[config.mk]
export PLATFORM = sky130hd
export DESIGN_NAME = store_buffer
export DESIGN_NICKNAME = d
export VERILOG_FILES = /design/src/rtl/store_buffer.sv
export SDC_FILE = /design/constraint.sdc
export NUM_CORES = 1
export LEC_CHECK = 0
export ABC_AREA = 1
export BUFFER_PORTS_ARGS = -buffer_cell sky130_fd_sc_hd__buf_2
export CELL_PAD_IN_SITES_DETAIL_PLACEMENT = 1
export CELL_PAD_IN_SITES_GLOBAL_PLACEMENT = 1
export CORE_ASPECT_RATIO = 1.25
export CORE_MARGIN = 2
export CORE_UTILIZATION = 49
export DETAILED_ROUTE_END_ITERATION = 12
export MAX_ROUTING_LAYER = met4
export PLACE_DENSITY_LB_ADDON = 0.1
export SKIP_CTS_REPAIR_TIMING = 1
export SYNTH_ARGS = -nofsm -noshare
export SYNTH_HDL_FRONTEND = slang
export SYNTH_SLANG_ARGS = --single-unit
[constraint.sdc]
create_clock -name clk_i -period 7.9 [get_ports clk_i]
set_input_delay 0.395 -clock clk_i [delete_from_list [all_inputs] [get_ports clk_i]]
set_output_delay 0.395 -clock clk_i [all_outputs]
set_load 0.03 [all_outputs]
[src/rtl/store_buffer.sv]
// Posted-store buffer between the core data-memory port and a slower memory
// with a ready handshake. Stores enter a circular FIFO in one cycle and drain
// in program order; the core is stalled while the FIFO is full.
// Optional macro STORE_BUF_FWD_EN compiles in store-to-load forwarding of the
// youngest buffered store to the same word; otherwise fwd_hit_o/fwd_data_o are 0.
module store_buffer #(
  parameter int unsigned DEPTH = 4,
  parameter int unsigned AW    = 32,
  parameter int unsigned DW    = 32
) (
  input  logic                     clk_i,
  input  logic                     rst_ni,
  input  logic                     memwrite_i,
  input  logic [AW-1:0]            dataadr_i,
  input  logic [DW-1:0]            writedata_i,
  output logic                     stall_o,
  output logic                     mem_we_o,
  output logic [AW-1:0]            mem_addr_o,
  output logic [DW-1:0]            mem_wdata_o,
  input  logic                     mem_ready_i,
  output logic                     fwd_hit_o,
  output logic [DW-1:0]            fwd_data_o,
  output logic [$clog2(DEPTH):0]   count_o
);

  localparam int unsigned PtrW = $clog2(DEPTH);
  localparam int unsigned CntW = PtrW + 1;

  logic [AW-1:0]   addr_q [DEPTH];
  logic [DW-1:0]   data_q [DEPTH];
  logic [PtrW-1:0] head_q, head_d;
  logic [PtrW-1:0] tail_q, tail_d;
  logic [CntW-1:0] count_q, count_d;

  logic full, empty, push, pop;

  assign full  = (count_q == CntW'(DEPTH));
  assign empty = (count_q == '0);
  // No write-through when full: a same-cycle pop does not free the slot early.
  assign push  = memwrite_i & ~full;
  assign pop   = ~empty & mem_ready_i;

  assign stall_o  = memwrite_i & full;
  assign mem_we_o = ~empty;
  // Head is gated so stale storage never shows after reset or when drained.
  assign mem_addr_o  = empty ? '0 : addr_q[head_q];
  assign mem_wdata_o = empty ? '0 : data_q[head_q];
  assign count_o     = count_q;

  // Next-state for pointers and occupancy; pointers wrap naturally (power of two).
  always_comb begin
    head_d  = head_q;
    tail_d  = tail_q;
    count_d = count_q;
    if (pop)  head_d = head_q + PtrW'(1);
    if (push) tail_d = tail_q + PtrW'(1);
    unique case ({push, pop})
      2'b10:   count_d = count_q + CntW'(1);
      2'b01:   count_d = count_q - CntW'(1);
      default: count_d = count_q;
    endcase
  end

  // Control state with asynchronous active-low reset; clearing count invalidates all entries.
  always_ff @(posedge clk_i or negedge rst_ni) begin
    if (!rst_ni) begin
      head_q  <= '0;
      tail_q  <= '0;
      count_q <= '0;
    end else begin
      head_q  <= head_d;
      tail_q  <= tail_d;
      count_q <= count_d;
    end
  end

  // Entry storage; validity is tracked by head/count, so payload needs no reset.
  always_ff @(posedge clk_i) begin
    if (push) begin
      addr_q[tail_q] <= dataadr_i;
      data_q[tail_q] <= writedata_i;
    end
  end

`ifdef STORE_BUF_FWD_EN
  // Scan oldest to youngest so the entry nearest the tail overrides earlier matches.
  always_comb begin
    fwd_hit_o  = 1'b0;
    fwd_data_o = '0;
    for (int unsigned i = 0; i < DEPTH; i++) begin
      if ((CntW'(i) < count_q) &&
          (addr_q[head_q + PtrW'(i)][AW-1:2] == dataadr_i[AW-1:2])) begin
        fwd_hit_o  = 1'b1;
        fwd_data_o = data_q[head_q + PtrW'(i)];
      end
    end
  end
`else
  assign fwd_hit_o  = 1'b0;
  assign fwd_data_o = '0;
`endif

endmodule

==> results.md, run 1 <==
* Hold WS at 0.0708 ns
* Total power at around 0.0056 W
* Total global routing overflow at 0
* Critical-path maximum fanout at 81
* Peak VDD IR at 0.485 mV
* Crit path time final at 3.79 ns
* Die Wd at 143 um
* Post-route setup TNS at 0 ns
* Register Area at 7870 sq um
* TritonCTS clock tree: built
* Crit-path leading delay family: buffers and inverters
* Hpwl dp at roughly 15 mm
* Sequential-to-total area share from yosys stat at approximately two thirds
* Num CTS Buffers at 26
* Outcome: finished clean
* TritonRoute pass-1 iters at 4
* Worst skew pair latency at 0.53 ns
* Yosys synthesis warning count at 0
* CTS sink count at between 200 and 300
* R2r endpoint: addr_q[3][30]
* Share of layout cells above drive strength 1 at 19.3%
* Flops & latches, synth at 263
* Critical path cell sequence: inv_4, buf_4, nand2_1, nand3_1, a21oi_1, buf_2
* PD cells at 415 nW/um^2
* Largest net degree at the start of global routing at ~80
* Final number of setup-violating endpoints at 0
* Drt initial violations at 395
* Initial antenna violation count at 5
* GRT Util Overall at between 20 and 25%
* Worst-Margin Slew at 1.04 ns
* Die footprint at roughly 25000 sq um
* CP Class: register to output port
* DRT Wirelength at 26.6 mm
* Syn Area/Cell at 10.7 sq um
* Bufs on Longest Clock Path at 3
* Hold depth at 1
* Worst Path Arrival at around 3.4 ns
* Required @ worst endpoint at roughly 7.5 ns
* Final hold viol count at 0
* Via count at 7625
* Final Core Density at 56.6%
* Leakage at ~6 nW
* Fin crit share at 48.0%
* Most common cell after layout, fill and taps aside: inv_1
* CTS Root Cell: clkbuf_16
* IO buf count at 136
* Reg clk slew, reported paths at 0.06 ns
* Clk_skew at 0.0103 ns
* Overall die height at ~180 um
* Avg WL per Cell at about 17 um
* Reg2Reg Depth at 5
* Crit. End Element: output port
* Unrepaired setup endpoints after global routing: false
* EDFF count, synth at 256
* Buf/Inv on CP at 3
* Synth Flop Type: edfxtp_1
* First-pass GRT wire length at 42.0 mm
* Finished Layout Cells at between 1500 and 2000
* CP max-delay cell: buf_4
* Fillers at 2599
* Max-slew violation count at 0
* Placer Congestion at 0.720
* Remaining antenna violation count after routing at 0
* Nets@finish at between 1000 and 1500
* Async SR Flop Fraction at 2.66%
* Cell total after placement at 1523
* I/O pins at 170
* Min-Delay Endpoint: data_q[1][2]
* Synthesized cell area at 11800 sq um
* Multi-input gate area at 2500 sq um
* Post-synthesis cell count at 1102
* DRC Markers at 0
* Vias/cell at 4.84
* Core area at roughly 24000 sq um
* Starting Density at 49.7%
* Worst Setup Start Kind: register
* Fmax at 0.264 GHz
* Slowest stage delay, CP at 0.82 ns
* Synth cell types at 22
* Worst r2r src: count_o[0]
* Vias in the first global route at 8085
* Relative slew slack at 30.3%
* H-tree levels at 1
* Flop2flop setup slack at slightly above 5 ns
* Hold path start: writedata_i[2]
* Row Count at 63
* Synthesis-to-finish area growth at 13.8%
* Hold WC Path Type: input port to register
* Max_cap viols at 0
* Most frequent cells in the layout: 270 x inv_1, 260 x nand2_1, 256 x edfxtp_1
-- stage by stage --
step                setup WS [ns]  instance area, sq um
global placement             4.70                 12500
CTS                          4.07                 13400
floorplan                    3.75                 11900
global route                 3.87                 13400
finish                       4.11                 13400
detailed placement           4.64                 12500
-- cells in the mapped netlist, drive strengths merged (2+ instances only) --
| cell type | n | area [sq um] |
|---|---|---|
| nand3 | 134 | 776 |
| ha | 5 | 62.6 |
| o21ai | 2 | 10.0 |
| inv | 273 | 1020 |
| nor2 | 5 | 18.8 |
| clkbuf | 5 | 18.8 |
| nand2 | 270 | 1040 |
| buf | 76 | 548 |
| dfrtp | 7 | 175 |
| xnor2 | 2 | 17.5 |
| a21oi | 64 | 395 |
| edfxtp | 256 | 7690 |
-- report_power, final --
| group | internal, W | switching [W] | leakage (nW) |
|---|---|---|---|
| combinational | 0.000608 | 0.00174 | 3.26 |
| clock | 0.000754 | 0.000501 | 0.420 |
| sequential | 0.00184 | 0.000128 | 2.43 |
| total | 0.00320 | 0.00237 | 6.10 |
-- kinds of logic (layout without fill, tap and decap cells) --
kind of cell / after synthesis / in the layout / share of synthesized area [%]
other: 1 / 38 / 0.0318
buffers and inverters: 354 / 466 / 13.5
AO/OA/AOI/OAI: 66 / 66 / 3.43
adder cells (fa/ha/maj): 6 / 6 / 0.700
flip-flops: 263 / 263 / 66.6
AND/OR/NAND/NOR: 410 / 410 / 15.6
XOR/XNOR: 2 / 2 / 0.148
-- area by class of cell --
cell class	count	area share, %
Antenna cell	5	0.0931
Clock buffer	34	5.22
Clock inverter	13	1.21
Inverter	273	7.65
Multi-Input combinational cell	517	18.6
Sequential cell	263	58.6
Tap cell	325	3.03
Timing Repair Buffer	146	5.64
-- flip-flops by register name, summed over array words and instances (netlist names) --
name,cells
tail_q,2
count_o,3
addr_q,128
head_q,2
data_q,128
-- worst register-to-register path, delay by kind of cell, from the launching register on --
family	cells	cell delay (ns)
flip-flops	1	0.39
AND/OR/NAND/NOR	3	1.16
buffers and inverters	2	0.82
-- per-layer routing --
layer	vias up	share of wire [%]	track usage, %
met1	3752	40	25.1
met3	35	4.3	3.53
met5	-	0	-
met4	0	1.6	5.65
met2	161	54	40.5
li1	3677	-	-
-- worst max-delay path by stage --
stage	start	slack, ns	end	cells past startpoint
after detailed placement	head_q[0]	4.64	mem_wdata_o[31]	6
final	head_q[0]	4.11	mem_wdata_o[27]	6
after global placement	head_q[0]	4.70	mem_addr_o[15]	6
after CTS	head_q[0]	4.07	mem_addr_o[10]	6
after global routing	head_q[0]	3.87	mem_addr_o[10]	6
after floorplan	count_o[0]	3.75	addr_q[0][0]	4
(Power assumes the default switching activity.)
==> inputs of run 2 (changes only) <==
- CORE_UTILIZATION: 49 -> 41
- clock period: 7.9 -> 3.3 ns (I/O delays scaled with it)
==> run 2 against run 1 <==
Net effect:
- via count rose by 3.9%
- sequential share of layout area shrank 3.6 points
- critical path depth shrank 2
- clock power grew to 2.6 times the previous value
- first-iteration DRC count fell by 15%
- routed wire length up 4.2%
- cell count up 6.5%
- sequential power rose by 130%
- flip-flop and latch count unchanged
- global-route usage shrank 3.4 points
==> results.md, run 2 (synthesized netlist as in run 1, its figures left out) <==
* Outcome: finished clean
* Final number of setup-violating endpoints at 0
* Worst skew pair latency at 0.53 ns
* Share of layout cells above drive strength 1 at 19.1%
* CP Class: register to output port
* Largest net degree at the start of global routing at 131
* Hpwl dp at around 16 mm
* I/O pins at 170
* Crit path time final at 2.80 ns
* Avg WL per Cell at 16.5 um
* First-pass GRT wire length at approximately 43 mm
* Most frequent cells in the layout: 270 x inv_1, 260 x nand2_1, 256 x edfxtp_1
* Overall die height at 194 um
* Peak VDD IR at 0.585 mV
* Leakage at ~6.5 nW
* Finished Layout Cells at approximately 1700
* Num CTS Buffers at 27
* Flop2flop setup slack at 1.13 ns
* CTS sink count at 263
* Row Count at 69
* Cell total after placement at 1562
* Relative slew slack at 53.3%
* Die Wd at 156 um
* Reg clk slew, reported paths at 0.06 ns
* PD cells at 960 nW/um^2
* Bufs on Longest Clock Path at 3
* Via count at 7920
* CTS Root Cell: clkbuf_16
* GRT Util Overall at 18.7%
* Crit. End Element: output port
* Synthesis-to-finish area growth at 21.3%
* Final Core Density at 50.4%
* Vias in the first global route at roughly 8000
* Fillers at 3153
* Initial antenna violation count at 2
* Reg2Reg Depth at 5
* H-tree levels at 1
* Required @ worst endpoint at 3.13 ns
* Placer Congestion at 0.690
* Starting Density at 41.6%
* Die footprint at about 30000 sq um
* Worst Path Arrival at 2.64 ns
* Unrepaired setup endpoints after global routing: false
* Total global routing overflow at 0
* Core area at 28400 sq um
* TritonRoute pass-1 iters at 4
* Max_cap viols at 0
* DRC Markers at 0
* Remaining antenna violation count after routing at 0
* Critical-path maximum fanout at 42
* IO buf count at around 140
* Max-slew violation count at 0
* Hold WC Path Type: input port to asynchronous set/reset pin
* Worst Setup Start Kind: register
* Fmax at approximately 0.36 GHz
* Nets@finish at 1377
* Worst-Margin Slew at 0.701 ns
* Clk_skew at ~0.012 ns
* Drt initial violations at 336
* Most common cell after layout, fill and taps aside: inv_1
* Vias/cell at 4.72
* TritonCTS clock tree: built
* Fin crit share at 84.9%
* Final hold viol count at 0
* DRT Wirelength at 27.7 mm
run 2: power by group:
group / switching [W] / total, W / internal [W]
Sequential: 0.000217 / 0.00461 / 0.00440
Clock: 0.00124 / 0.00320 / 0.00196
Combinational: 0.00433 / 0.00594 / 0.00161
run 2: metal layers:
metal | part of all wire (%) | up-vias | GRT usage, %
li1 | - | 3820 | -
met1 | 43 | 3915 | 22.4
met2 | 52 | 154 | 33.4
met3 | 3.5 | 31 | 2.73
met4 | 1.7 | 0 | 3.87
met5 | 0 | - | -
run 2: cell type report:
class	count	area (sq um)	area share [%]
diodes	2	5.00	0.0350
clock buffers	30	687	4.80
clock inverters	18	238	1.66
inverters	273	1030	7.18
multi-input cells	517	2500	17.5
flip-flops and latches	263	7870	55.0
well taps	355	444	3.10
repair buffers	221	1550	10.8
run 2: per-stage QoR:
step	setup TNS (ns)	hold slack (ns)	setup WS [ns]	power, W	instance area, sq um
after floorplan	-217.77	-0.131	-0.851	0.00898	11900
after global placement	0	0.0245	1.02	0.0106	12700
after detailed placement	0	0.0260	0.977	0.0107	12700
after CTS	0	-0.535	0.410	0.0139	13600
after global routing	0	0.0339	0.327	0.0146	14300
final	0	0.000662	0.498	0.0137	14300
run 2: path summary, 6_finish.rpt:
kind	start	endpoint
setup / recovery	head_q[1]	mem_wdata_o[7]
hold / removal	rst_ni	head_q[0]
setup reg to reg	count_o[1]	data_q[2][20]
hold reg to reg	count_o[0]	count_o[0]
max in group asynchronous	rst_ni	head_q[0]
min in group clk_i	dataadr_i[12]	addr_q[1][12]
run 2: worst max-delay path: stages (launching register included):
cell and delay, ns:
dfrtp_2 0.78, buf_4 0.62, nand3_1 0.17, a21oi_1 0.26
buf_2 0.25
